===== config.mk =====
export PLATFORM = sky130hd
export DESIGN_NAME = encoder_channel
export DESIGN_NICKNAME = d
export VERILOG_FILES = /design/src/rtl/encoder_channel.sv
export SDC_FILE = /design/constraint.sdc
export NUM_CORES = 1
export LEC_CHECK = 0
export BUFFER_PORTS_ARGS = -buffer_cell sky130_fd_sc_hd__buf_2
export CAP_MARGIN = 20
export CORE_MARGIN = 3
export CORE_UTILIZATION = 62
export DETAILED_ROUTE_END_ITERATION = 16
export PLACE_DENSITY_LB_ADDON = 0.2
export SYNTH_ARGS = -nofsm -noshare
export SYNTH_HDL_FRONTEND = slang
export SYNTH_SLANG_ARGS = --single-unit

===== constraint.sdc =====
create_clock -name clk -period 4 [get_ports clk]
set_clock_uncertainty 0.2 [all_clocks]
set_input_delay 0.4 -clock clk [delete_from_list [all_inputs] [get_ports clk]]
set_output_delay 0.4 -clock clk [all_outputs]
set_load 0.005 [all_outputs]

===== src/rtl/encoder_channel.sv =====
// Quadrature encoder input stage: synchronises and debounces the A/B pins,
// then turns each debounced rising edge of A into a saturating level step.
module encoder_channel #(
  parameter int WIDTH  = 8,
  parameter int DB_LEN = 4,
  parameter int STEP   = 1,
  parameter int INIT   = 0
) (
  input  logic             clk,
  input  logic             rst_n,
  input  logic             sample_en,
  input  logic             enc_a,
  input  logic             enc_b,
  output logic [WIDTH-1:0] level,
  output logic             changed
);

  localparam logic [WIDTH:0]   MAX_W  = {1'b0, {WIDTH{1'b1}}};
  localparam logic [WIDTH:0]   STEP_W = (WIDTH + 1)'(STEP);
  localparam logic [WIDTH-1:0] INIT_W = WIDTH'(INIT);

  logic              a_meta, a_s, b_meta, b_s;
  logic [DB_LEN-1:0] a_hist, b_hist, a_hist_nx, b_hist_nx;
  logic              a_db, b_db, a_db_nx, b_db_nx, a_db_d;
  logic              detent;
  logic [WIDTH:0]    sum, diff;
  logic [WIDTH-1:0]  level_nx;

  always_comb begin
    // NOTE: every variable gets a default first so no path leaves it unassigned
    // (an unassigned path in a combinational block infers a latch).
    a_hist_nx = a_hist;
    b_hist_nx = b_hist;
    a_db_nx   = a_db;
    b_db_nx   = b_db;
    level_nx  = level;

    if (sample_en) begin
      a_hist_nx = {a_hist[DB_LEN-2:0], a_s};
      b_hist_nx = {b_hist[DB_LEN-2:0], b_s};
    end

    // The debounced value follows the history only once it is unanimous.
    if (&a_hist_nx)       a_db_nx = 1'b1;
    else if (~|a_hist_nx) a_db_nx = 1'b0;
    if (&b_hist_nx)       b_db_nx = 1'b1;
    else if (~|b_hist_nx) b_db_nx = 1'b0;

    detent = a_db & ~a_db_d;
    sum    = {1'b0, level} + STEP_W;
    diff   = {1'b0, level} - STEP_W;

    // The extra top bit catches overflow on the way up and borrow on the way down.
    if (detent) begin
      if (b_db) level_nx = diff[WIDTH] ? '0 : diff[WIDTH-1:0];
      else      level_nx = (sum > MAX_W) ? '1 : sum[WIDTH-1:0];
    end
  end

  always_ff @(posedge clk or negedge rst_n) begin
    if (!rst_n) begin
      a_meta  <= 1'b0;
      a_s     <= 1'b0;
      b_meta  <= 1'b0;
      b_s     <= 1'b0;
      a_hist  <= '0;
      b_hist  <= '0;
      a_db    <= 1'b0;
      b_db    <= 1'b0;
      a_db_d  <= 1'b0;
      level   <= INIT_W;
      changed <= 1'b0;
    end else begin
      // NOTE: non-blocking assignments so every register samples pre-edge values,
      // which is what makes the two synchroniser flops a real two-stage chain.
      a_meta  <= enc_a;
      a_s     <= a_meta;
      b_meta  <= enc_b;
      b_s     <= b_meta;
      a_hist  <= a_hist_nx;
      b_hist  <= b_hist_nx;
      a_db    <= a_db_nx;
      b_db    <= b_db_nx;
      a_db_d  <= a_db;
      level   <= level_nx;
      changed <= (level_nx != level);
    end
  end

endmodule


After elaboration in Yosys (flattened, before gate mapping) --
Cells that the tools add are included.
Operators by class: reductions and logical operators 4, add/sub/neg operators 2, $lt $le $gt $ge 1, muxes and demuxes 10, eq/ne operators 3, bitwise gates (word level) 2
Operators with widths (number):
- 8-bit two-way mux | 4
- 8-bit by 1-bit adder with 9-bit output (second input constant) | 1
- 9-bit by 8-bit greater-than comparator with 1-bit output (second input constant) | 1
- 8-bit by 1-bit subtractor with 9-bit output (second input constant) | 1
- 4-bit two-way mux | 2
- 8-bit inequality test | 1
- 4-bit AND reduction | 2
- 4-bit OR reduction | 2
- 1-bit two-way mux | 4
- 2-bit inequality test (second input constant) | 2
- 1-bit bitwise AND | 1
- 1-bit NOT | 1
Word-level totals: word-level logic and storage cells 33, bits of input ports 5, bits in registers 24

Logic depth before layout (Yosys ltp) --
Gate-level depths: netlist of run 1.
depth after elaboration 6, mapped depth 7, depth with buffers taken out 7

Worst setup path after synthesis of run 1 --
Ideal clock, no wire load.
kind register to register, start register level[0], end register level[3], setup slack 2.088 ns, clock period less this slack 1.912 ns, stages on the path, launching flop included 8, data arrival time 1.576 ns, path buffers 0, cell sequence dfrtp_1 inv_1 ha_1 nor2b_1 nand3_1 and3_2 o21ai_0 o311ai_1
Between the ends: word-level cells in the longest chain between the ends 5, elaborated cells on any way between the ends 7
RTL lines:
- start, declared | line 14 | output logic [WIDTH-1:0] level,
- start signal, assigned | line 85 | level <= level_nx;
- 8-bit by 1-bit adder with 9-bit output | line 50 | sum = {1'b0, level} + STEP_W;
- 9-bit by 8-bit greater-than comparator with 1-bit output | line 56 | else level_nx = (sum > MAX_W) ? '1 : sum[WIDTH-1:0];
- 8-bit two-way mux | line 56
- 8-bit two-way mux (*) | line 55 | if (b_db) level_nx = diff[WIDTH] ? '0 : diff[WIDTH-1:0];
- 8-bit two-way mux (*) | line 54 | if (detent) begin
- net level_nx[3] | line 27 | logic [WIDTH-1:0] level_nx;
Mark *: on every way through the listed nets, which the timed path passes. The rest lies on a longest branch. A chain may end at the register's enable or synchronous reset.

Final worst setup path of run 1 --
Ends and elaborated chain as after synthesis.

==> impl_summary.log, run 1 <==
[metrics] warning count from the yosys run: 0
[metrics] CTS H-Tree Depth: 1
[metrics] cell type contributing the most total cell area after synthesis: dfrtp_1
[metrics] simple-gate area share of the yosys netlist: 0.202
[metrics] sw frac: 0.418
[metrics] nature of the critical path endpoint: register
[metrics] post-synthesis share of cell area spent on xor and xnor gates: 0.0128
[metrics] WL final: 2800 um
[metrics] clock tree sinks: 24
[metrics] clock tree from TritonCTS: yes
[metrics] area share of fa/ha/maj cells after synthesis: 0.0274
[metrics] initial antenna violation count: 0
[metrics] area of the mapped netlist: ~1400 um^2
[metrics] First-pass DRT Iterations: 4
[metrics] wire length of the first global-routing pass: between 4000 and 5000 um
[metrics] setup repair after global routing missed its margin: no
[metrics] mux share of post-synthesis cell area: 0.0731
[metrics] start point of the worst hold path: a_meta$_DFF_PN0_
[metrics] number of buffers created by CTS: 3
[metrics] most frequent cells in the layout: 24 x dfrtp_1, 15 x a21oi_1, 13 x buf_2, 11 x nand3_1
[metrics] pwr dens: around 630 nW/um^2
[metrics] main combinational cell family by area after synthesis: simple AND/OR/NAND/NOR gates
[metrics] clock share of power: 0.141
[metrics] Post-Synthesis Net Count: 142
[metrics] async set-reset flop share out of synthesis: 1.00
[metrics] growth of design area from synthesis to finish: 6.22%
[metrics] die height: approximately 53 um
[metrics] crit share post-route: 0.553
[metrics] total die area: roughly 2800 um^2
[metrics] most common cell after layout, fill and taps aside: dfrtp_1
[metrics] launching point of the worst reg2reg path: level[0]$_DFF_PN0_
[metrics] setup_tns: 0 ns
[metrics] max-cap viol count: 0
[metrics] proportion of layout cells with a drive suffix above 1: 0.228
[metrics] Slew Viols, Final: 0
[metrics] via total after detailed routing: between 1000 and 1500
[metrics] number of nets at the end of the flow: roughly 150
[metrics] Critical Path Fanout Max: 10
[metrics] Wirelength per Cell: ~16 um
[metrics] vias per inst: around 6.5
[metrics] area share of the leading cell type in the synthesized netlist: 0.439
[metrics] Post-DRT Antenna Nets: 0
[metrics] Detailed Place HPWL: 1960 um
[metrics] Startpoint Class: register
[metrics] hold slack final: between 0.15 and 0.2 ns
[metrics] result of the run: complete, no violations
[metrics] number of cells produced by synthesis: ~130
[metrics] pin slew with the least headroom to its limit: around 0.62 ns
[metrics] DR iter-0 viols: 36
[metrics] clock slew at reported path FFs: 0.13 ns
[metrics] setup violation total in the final timing report: 0
[metrics] antenna cells: 0
[metrics] Initial Utilization: 0.677
[metrics] Sequential Power Share: 0.439
[metrics] static leakage: 0.616 nW
[metrics] switching pwr: between 0.0003 and 0.0004 W
[metrics] Root Buffer: clkbuf_4
[metrics] horizontal extent of the die: roughly 53 um
[metrics] post-route minimum period: between 2 and 2.5 ns
[metrics] post-synthesis sequential element count: 24
[metrics] Synth cell types: 42
[metrics] quantity of gates resized following cts: 0
[metrics] per-instance average area after synthesis: 10.2 um^2
[metrics] placeable core area: 2020 um^2
[metrics] Worst Path Required: 4.00 ns
[metrics] number of fillers in the final layout: approximately 160
[metrics] worst-case clock buffer depth: 2
[metrics] number of flops mapped to enable cells by yosys: 0
[metrics] peak supply drop: between 300 and 400 uV
[metrics] achievable frequency: between 0.4 and 0.5 GHz
[metrics] dominant register cell in the synthesized netlist: dfrtp_1
[metrics] Std-Cell Rows: 16
[metrics] global placement routability congestion: between 0.9 and 1
[metrics] clk_lat worst skew: roughly 0.32 ns
[metrics] cell internal power dissipation: 0.000530 W
[metrics] aggregate global routing overflow: 0
[metrics] number of remaining DRC errors: 0
[metrics] I/O Buffers: 13
[metrics] arrival time worst endpoint: roughly 2.2 ns
[metrics] dominant cells by area after synthesis: dfrtp_1 44%, mux2_2 6.6%, a21oi_1 5.5%, nand3_1 4.0%, buf_6 3.3%
[metrics] synthesized-area fraction occupied by ao, oa, aoi and oai cells: 0.179
[metrics] Util after Layout: 0.719
[metrics] global-route total usage across every layer: 0.228
[metrics] relative slew slack: 0.585
[metrics] via count of the first global-routing pass: around 1100
[metrics] maximum number of pins on one net before global-route repair: 25
[metrics] Fin. Hold Viols: 0
[metrics] proportion of power drawn by combinational gates: 0.419
[metrics] class of the worst hold path: register to register
[metrics] number of I/O pins: 14
[metrics] launching element of the worst setup path: level[0]$_DFF_PN0_
[metrics] fraction of the yosys area taken by sequential cells: 0.439
[metrics] CP Class: register to register
-- critical path, stage by stage (launching register included) --
cell and delay, ns:
dfrtp_1 0.51, inv_1 0.16, ha_1 0.28, nor2b_1 0.26, nand3_1 0.16, and3_2 0.24, o21ai_0 0.15, o311ai_1 0.12
-- path summary, 6_finish.rpt --
kind | to | slack (ns) | depth (start not counted)
worst max-delay path | level[3]$_DFF_PN0_ | 1.79 | 7
worst min-delay path | a_s$_DFF_PN0_ | 0.17 | 0
worst max register to register | level[3]$_DFF_PN0_ | 1.79 | 7
worst min register to register | a_s$_DFF_PN0_ | 0.17 | 0
max in group asynchronous | level[7]$_DFF_PN0_ | 2.86 | 2
min in group asynchronous | level[0]$_DFF_PN0_ | 0.38 | 2
-- timing repair --
item	in CTS	in global routing
buffers inserted	0	0
hold endpoints to repair	26	0
hold buffers	3	0
-- registers in the layout, summed over array words and instances, names as in the netlist --
signal and cells:
a_db_d 1, a_meta 1, b_s 1, b_meta 1, a_hist 4, b_db 1, changed 1, a_db 1
level 8, a_s 1, b_hist 4
-- layer usage --
| layer | wire length, um | global-route usage | share of wire |
|---|---|---|---|
| met2 | 1380 | 0.376 | 0.49 |
| met1 | 1260 | 0.299 | 0.45 |
| met3 | 113 | 0.0366 | 0.040 |
| met5 | 0 | 0 | 0 |
| met4 | 42 | 0.0894 | 0.015 |
-- power groups by stage --
stage | clock [W] | combinational, W | sequential (W)
6_report | 0.000129 | 0.000382 | 0.000400
5_1_grt | 0.000139 | 0.000425 | 0.000408
4_1_cts | 0.000131 | 0.000380 | 0.000396
3_5_place_dp | 0 | 0.000374 | 0.000401
3_3_place_gp | 0 | 0.000368 | 0.000393
2_1_floorplan | 0 | 0.000346 | 0.000350
-- cell families (layout without fill, tap and decap cells) --
group	Yosys count	count (layout)
buf+inv	12	23
flops	24	24
mux	9	9
simple gates	45	45
compound gates	39	39
fa+ha+maj	3	3
xor+xnor	2	2
-- synthesized netlist by cell type (3+ instances only) --
library cell / count
dfrtp_1: 24
a31oi_1: 4
mux2_2: 8
ha_1: 3
buf_6: 4
nand3_1: 11
nor2_1: 8
a21oi_1: 15
nor3_1: 3
o21ai_0: 7
inv_1: 3
or3_1: 3
buf_4: 4
nor2b_1: 3
-- metrics by stage --
stage / std cells / power (W) / cell area, um^2 / worst slack, ns
3_5_place_dp: 165 / 0.000776 / 1390 / 1.85
6_report: 172 / 0.000911 / 1450 / 1.79
2_1_floorplan: 134 / 0.000696 / 1370 / 2.09
3_3_place_gp: 165 / 0.000762 / 1390 / 1.96
5_1_grt: 172 / 0.000971 / 1450 / 1.67
4_1_cts: 172 / 0.000907 / 1450 / 1.84
-- cell type report --
type                            count  area (um^2)  share of cell area
Multi-Input combinational cell     98          677               0.466
Sequential cell                    24          601               0.413
Timing Repair Buffer               16         95.1              0.0654
Clock buffer                        4         36.3              0.0250
Tap cell                           27         33.8              0.0232
Inverter                            3         11.3             0.00775
No activity file was read; power rests on OpenSTA's default activity.
==> run 2: changes to the inputs <==
--- a/config.mk
+++ b/config.mk
@@ -7,8 +7,9 @@
 export LEC_CHECK = 0
 export BUFFER_PORTS_ARGS = -buffer_cell sky130_fd_sc_hd__buf_2
 export CAP_MARGIN = 20
+export CORE_ASPECT_RATIO = 2
 export CORE_MARGIN = 3
-export CORE_UTILIZATION = 62
+export CORE_UTILIZATION = 52
 export DETAILED_ROUTE_END_ITERATION = 16
 export PLACE_DENSITY_LB_ADDON = 0.2
 export SYNTH_ARGS = -nofsm -noshare
==> constraint.sdc (replaced) <==
create_clock -name clk -period 1.95 [get_ports clk]
set_clock_uncertainty 0.2 [all_clocks]
set_input_delay 0.195 -clock clk [delete_from_list [all_inputs] [get_ports clk]]
set_output_delay 0.195 -clock clk [all_outputs]
set_load 0.005 [all_outputs]
==> impl_summary.log, run 2 (synthesis results as in run 1) <==
[metrics] delay of the slowest cell on the worst path: 0.43 ns (-0.08 ns)
[metrics] static leakage: 0.692 nW (+12%)
[metrics] critical path, cell by cell: inv_1 > buf_4 > ha_1 > nor2_1 > o211ai_1 > a21oi_2 > nand3_1 > o311ai_0
[metrics] total die area: 3320 um^2 (+18%)
[metrics] class of the worst hold path: primary input to register
[metrics] achievable frequency: 0.531 GHz (+17%)
[metrics] most frequent cells in the layout: 22 x dfrtp_1, 15 x buf_4, 14 x a21oi_1, 13 x buf_2, 11 x nand3_1
[metrics] clock tree sinks: 24 (unchanged)
[metrics] CP Class: register to register
[metrics] Startpoint Class: register
[metrics] buffer and inverter count on the worst path: 2 (+1)
[metrics] reg2reg path depth: 8 (+1)
[metrics] Wirelength per Cell: 17.3 um (+6.7%)
[metrics] setup violation total in the final timing report: 0 (unchanged)
[metrics] Critical Path Fanout Max: 4 (-6)
[metrics] pin slew with the least headroom to its limit: 0.505 ns (-0.119 ns)
[metrics] horizontal extent of the die: 42.3 um (-20%)
[metrics] initial antenna violation count: 0 (unchanged)
[metrics] placed cell count: 179 (+8.5%)
[metrics] Worst R2R End: level[2]$_DFF_PN0_
[metrics] DR iter-0 viols: 28 (-22%)
[metrics] crit share post-route: 0.966 (+0.413)
[metrics] Post-DRT Antenna Nets: 0 (unchanged)
[metrics] worst hold path stage count: 2 (+2)
[metrics] aggregate global routing overflow: 0 (unchanged)
[metrics] global-route total usage across every layer: 0.222 (-0.00575)
[metrics] total power consumption of the routed design: 0.00224 W (+150%)
[metrics] worst-case clock buffer depth: 2 (unchanged)
[metrics] post-route minimum period: 1.88 ns (-0.328 ns)
[metrics] area of combinational cells with multiple inputs: 706 um^2 (+4.3%)
[metrics] arrival time worst endpoint: 1.83 ns (-0.38 ns)
[metrics] launching point of the worst reg2reg path: level[0]$_DFF_PN0_
[metrics] number of buffers created by CTS: 3 (unchanged)
[metrics] wire length of the first global-routing pass: 5660 um (+20%)
[metrics] Root Buffer: clkbuf_8
[metrics] number of stages on the worst setup path: 8 (+1)
[metrics] pwr dens: 1380 nW/um^2 (+120%)
[metrics] nature of the critical path endpoint: register
[metrics] relative slew slack: 0.664 (+0.0791)
[metrics] reg-to-reg setup timing slack: 0.07 ns (-1.72 ns)
[metrics] clk_lat worst skew: 0.26 ns (-0.06 ns)
[metrics] clock slew at reported path FFs: 0.08 ns (-0.05 ns)
[metrics] number of standard cells in the layout, taps in and fillers out: 187 (+8.7%)
[metrics] worst setup slack before clock tree synthesis: 0.0506 ns (-1.80 ns)
[metrics] via total after detailed routing: 1223 (+9.9%)
[metrics] Top Family by Delay on Critical Path: flip-flops
[metrics] number of nets at the end of the flow: 169 (+9.7%)
[metrics] Initial Utilization: 0.561 (-0.116)
[metrics] placeable core area: 2440 um^2 (+21%)
[metrics] leading registers by flop count: level x8, a_hist x4, b_hist x4
[metrics] I/O Buffers: 13 (unchanged)
[metrics] start point of the worst hold path: sample_en
[metrics] global placement routability congestion: 0.933 (-5.8%)
[metrics] clock tree from TritonCTS: yes
[metrics] number of remaining DRC errors: 0 (unchanged)
[metrics] endpoint of the worst hold-timing path: a_hist[2]$_DFF_PN0_
[metrics] vias per inst: 6.54 (+1.1%)
[metrics] maximum number of pins on one net before global-route repair: 25 (unchanged)
[metrics] antenna cells: 0 (unchanged)
[metrics] final worst setup slack: 0.0669 ns (-1.72 ns)
[metrics] max-cap viol count: 0 (unchanged)
[metrics] most common cell after layout, fill and taps aside: dfrtp_1
[metrics] Std-Cell Rows: 25 (+9)
[metrics] number of I/O pins: 14 (unchanged)
[metrics] result of the run: complete, no violations
[metrics] combined flip-flop and latch cell area: 603 um^2 (+0.42%)
[metrics] Worst Path Required: 1.89 ns (-2.11 ns)
[metrics] First-pass DRT Iterations: 4 (unchanged)
[metrics] number of fillers in the final layout: 199 (+28%)
[metrics] largest register by flop count: level
[metrics] CTS H-Tree Depth: 1 (unchanged)
[metrics] growth of design area from synthesis to finish: 18.1%
[metrics] proportion of layout cells with a drive suffix above 1: 0.356 (+0.129)
[metrics] CP max stage cell: dfrtp_1
[metrics] Slew Viols, Final: 0 (unchanged)
[metrics] via count of the first global-routing pass: 1275 (+18%)
[metrics] max reg flops: 8 (unchanged)
[metrics] die height: 78.6 um (+48%)
[metrics] peak supply drop: 749 uV (+91%)
[metrics] Fin. Hold Viols: 0 (unchanged)
[metrics] WL final: 3240 um (+16%)
[metrics] Detailed Place HPWL: 2520 um (+29%)
-- run 2: area by class of cell --
class                   instances  area share
inverters                       3     0.00697
flip-flops and latches         24       0.373
multi-input cells              98       0.437
repair buffers                 31       0.128
clock buffers                   4      0.0341
well taps                      27      0.0209
-- run 2: layer usage --
layer / track usage / share of wire / routed length [um]
met3: 0.0344 / 0.043 / 139
met1: 0.212 / 0.34 / 1120
met5: 0 / 0 / 0
met2: 0.416 / 0.55 / 1780
met4: 0.143 / 0.062 / 201
-- run 2: repair_timing --
item	in CTS	in global routing
gates resized for setup	0	10
buffers inserted	0	1
endpoints found under the setup margin	0	6
endpoints found under the hold margin	26	0
hold buffers	3	0
-- run 2: where the power goes --
| group | switching [W] | leakage [nW] | internal [W] | total [W] |
|---|---|---|---|---|
| clock | 0.000146 | 0.0288 | 0.000180 | 0.000325 |
| combinational | 0.000578 | 0.367 | 0.000583 | 0.00116 |
| sequential | 0.000142 | 0.297 | 0.000606 | 0.000749 |
-- run 2: worst max-delay path by stage --
stage	slack [ns]	from	endpoint
after CTS	0.05	level[1]$_DFF_PN0_	changed$_DFF_PN0_
final	0.07	level[0]$_DFF_PN0_	level[2]$_DFF_PN0_
after global placement	0.10	level[1]$_DFF_PN0_	changed$_DFF_PN0_
after detailed placement	0.05	level[1]$_DFF_PN0_	changed$_DFF_PN0_
after global routing	-0.004	level[0]$_DFF_PN0_	level[3]$_DFF_PN0_
after floorplan	0.04	level[0]$_DFF_PN0_	level[3]$_DFF_PN0_
-- run 2: worst reg2reg max path: cells and delay by family (launching register included) --
family	cells	cell delay, ns
flip-flops	1	0.43
AO/OA/AOI/OAI	3	0.42
AND/OR/NAND/NOR	2	0.27
buffers and inverters	2	0.26
adder cells (fa/ha/maj)	1	0.19
-- run 2: through the flow --
stage / instance area [um^2] / hold WS (ns) / TNS (ns) / utilization
detailed placement: 1490 / -0.00281 / 0 / 0.612
global route: 1620 / 0.172 / -0.00420 / 0.663
floorplan: 1370 / -0.301 / 0 / -
global placement: 1490 / -0.000851 / 0 / 0.612
CTS: 1580 / 0.151 / 0 / 0.647
finish: 1620 / 0.155 / 0 / 0.663
==> run 3: changes to the inputs <==
--- a/config.mk
+++ b/config.mk
@@ -7,9 +7,8 @@
 export LEC_CHECK = 0
 export BUFFER_PORTS_ARGS = -buffer_cell sky130_fd_sc_hd__buf_2
 export CAP_MARGIN = 20
-export CORE_ASPECT_RATIO = 2
 export CORE_MARGIN = 3
-export CORE_UTILIZATION = 52
+export CORE_UTILIZATION = 57
 export DETAILED_ROUTE_END_ITERATION = 16
 export PLACE_DENSITY_LB_ADDON = 0.2
 export SYNTH_ARGS = -nofsm -noshare
==> constraint.sdc (replaced) <==
create_clock -name clk -period 2.1 [get_ports clk]
set_clock_uncertainty 0.2 [all_clocks]
set_input_delay 0.21 -clock clk [delete_from_list [all_inputs] [get_ports clk]]
set_output_delay 0.21 -clock clk [all_outputs]
set_load 0.005 [all_outputs]
==> impl_summary.log, run 3 (synthesis results as in run 1) <==
[metrics] Worst Path Required: 2.13 ns (+0.24 ns)
[metrics] arrival time worst endpoint: 1.99 ns (+0.16 ns)
[metrics] global placement routability congestion: 0.968 (+3.7%)
[metrics] largest register by flop count: level
[metrics] critical path, cell by cell: inv_1 > ha_1 > nor2b_1 > and2_1 > a21oi_1 > a21oi_1 > o311ai_1
[metrics] number of fillers in the final layout: 182 (-8.5%)
[metrics] pwr dens: 1230 nW/um^2 (-11%)
[metrics] Top Family by Delay on Critical Path: compound AO/OA/AOI/OAI gates
[metrics] global-route total usage across every layer: 0.237 (+0.0144)
[metrics] vias per inst: 6.58 (+0.54%)
[metrics] number of remaining DRC errors: 0 (unchanged)
[metrics] worst-case clock buffer depth: 2 (unchanged)
[metrics] aggregate global routing overflow: 0 (unchanged)
[metrics] relative slew slack: 0.616 (-0.0478)
[metrics] CP max stage cell: dfrtp_2
[metrics] setup violation total in the final timing report: 0 (unchanged)
[metrics] maximum number of pins on one net before global-route repair: 25 (unchanged)
[metrics] setup repair after global routing missed its margin: no
[metrics] achievable frequency: 0.509 GHz (-4.1%)
[metrics] launching element of the worst setup path: level[0]$_DFF_PN0_
[metrics] total die area: 3030 um^2 (-8.9%)
[metrics] number of buffers created by CTS: 3 (unchanged)
[metrics] wire length of the first global-routing pass: 5140 um (-9.3%)
[metrics] horizontal extent of the die: 55.0 um (+30%)
[metrics] clock tree sinks: 24 (unchanged)
[metrics] number of nets at the end of the flow: 160 (-5.3%)
[metrics] Detailed Place HPWL: 2180 um (-13%)
[metrics] clock tree from TritonCTS: yes
[metrics] clk_lat worst skew: 0.33 ns (+0.07 ns)
[metrics] via total after detailed routing: 1177 (-3.8%)
[metrics] start point of the worst hold path: sample_en
[metrics] placeable core area: 2250 um^2 (-7.6%)
[metrics] number of I/O pins: 14 (unchanged)
[metrics] pin slew with the least headroom to its limit: 0.575 ns (+0.0705 ns)
[metrics] nature of the critical path endpoint: register
[metrics] Post-DRT Antenna Nets: 0 (unchanged)
[metrics] Root Buffer: clkbuf_4
[metrics] I/O Buffers: 13 (unchanged)
[metrics] max reg flops: 8 (unchanged)
[metrics] DR iter-0 viols: 55 (+96%)
[metrics] most numerous cell on the critical path: a21oi_1
[metrics] crit share post-route: 0.935 (-0.0305)
[metrics] buffer and inverter count on the worst path: 1 (-1)
[metrics] Slew Viols, Final: 0 (unchanged)
[metrics] Std-Cell Rows: 17 (-32%)
[metrics] delay of the slowest cell on the worst path: 0.47 ns (+0.04 ns)
[metrics] max-cap viol count: 0 (unchanged)
[metrics] total power consumption of the routed design: 0.00185 W (-17%)
[metrics] class of the worst hold path: primary input to register
[metrics] leading registers by flop count: level x8, a_hist x4, b_hist x4
[metrics] Initial Utilization: 0.607 (+0.0461)
[metrics] result of the run: complete, no violations
[metrics] most frequent cells in the layout: 22 x dfrtp_1, 15 x a21oi_1, 13 x buf_2, 11 x nand3_1
[metrics] die height: 55.0 um (-30%)
[metrics] CP Class: register to register
[metrics] Critical Path Fanout Max: 8 (+4)
[metrics] Fin. Hold Viols: 0 (unchanged)
[metrics] clock slew at reported path FFs: 0.14 ns (+0.06 ns)
[metrics] proportion of layout cells with a drive suffix above 1: 0.272 (-0.0847)
[metrics] growth of design area from synthesis to finish: 9.78%
[metrics] static leakage: 0.644 nW (-6.9%)
[metrics] setup_tns: 0 ns (unchanged)
[metrics] antenna cells: 0 (unchanged)
[metrics] most common cell after layout, fill and taps aside: dfrtp_1
[metrics] launching point of the worst reg2reg path: level[0]$_DFF_PN0_
[metrics] post-route minimum period: 1.96 ns (+0.0809 ns)
[metrics] CTS H-Tree Depth: 1 (unchanged)
[metrics] First-pass DRT Iterations: 4 (unchanged)
[metrics] initial antenna violation count: 0 (unchanged)
[metrics] via count of the first global-routing pass: 1104 (-13%)
[metrics] peak supply drop: 923 uV (+23%)
[metrics] Wirelength per Cell: 17.9 um (+3.2%)
[metrics] WL final: 3200 um (-1.2%)
[metrics] Startpoint Class: register
## run 3: layout make-up
cell class	instances	area (um^2)	area share
tap	28	35.0	0.0233
clock buffer	4	36.3	0.0241
inverter	3	11.3	0.00749
sequential	24	603	0.401
multi-input combinational	98	677	0.450
timing repair buffer	22	140	0.0933
## run 3: what timing repair did
action	in CTS	in global routing
hold endpoints to repair	26	0
setup buffers	0	0
gates resized for setup	0	2
endpoints found under the setup margin	0	2
hold buffers	3	0
## run 3: through the flow
step / std cells / hold slack [ns] / util / area (um^2) / worst slack, ns
2_1_floorplan: 134 / -0.286 / - / 1370 / 0.188
3_3_place_gp: 172 / 0.00690 / 0.636 / 1430 / 0.160
3_5_place_dp: 172 / 0.0189 / 0.636 / 1430 / 0.128
4_1_cts: 179 / 0.103 / 0.665 / 1500 / 0.110
5_1_grt: 179 / 0.117 / 0.666 / 1500 / 0.00981
6_report: 179 / 0.0814 / 0.666 / 1500 / 0.136
## run 3: path summary, 6_finish.rpt
kind,to,slack (ns),cells after the start
worst max-delay path,level[3]$_DFF_PN0_,0.14,7
worst min-delay path,a_hist[2]$_DFF_PN0_,0.08,2
worst max register to register,level[3]$_DFF_PN0_,0.14,7
worst min register to register,a_s$_DFF_PN0_,0.17,0
max in group asynchronous,level[0]$_DFF_PN0_,1.16,2
min in group asynchronous,b_hist[3]$_DFF_PN0_,0.17,2
## run 3: report_power, final
part	leakage [nW]	internal, W	total (W)	switching (W)
Clock	0.0210	0.000106	0.000258	0.000152
Sequential	0.297	0.000563	0.000726	0.000163
Combinational	0.326	0.000403	0.000861	0.000458
Total	0.644	0.00107	0.00185	0.000773
## run 3: routing by layer
metal | vias to the layer above | GRT usage | part of all wire
li1 | 535 | - | -
met2 | 64 | 0.376 | 0.48
met1 | 571 | 0.319 | 0.43
met5 | - | 0 | 0
met3 | 7 | 0.0402 | 0.072
met4 | 0 | 0.0972 | 0.015
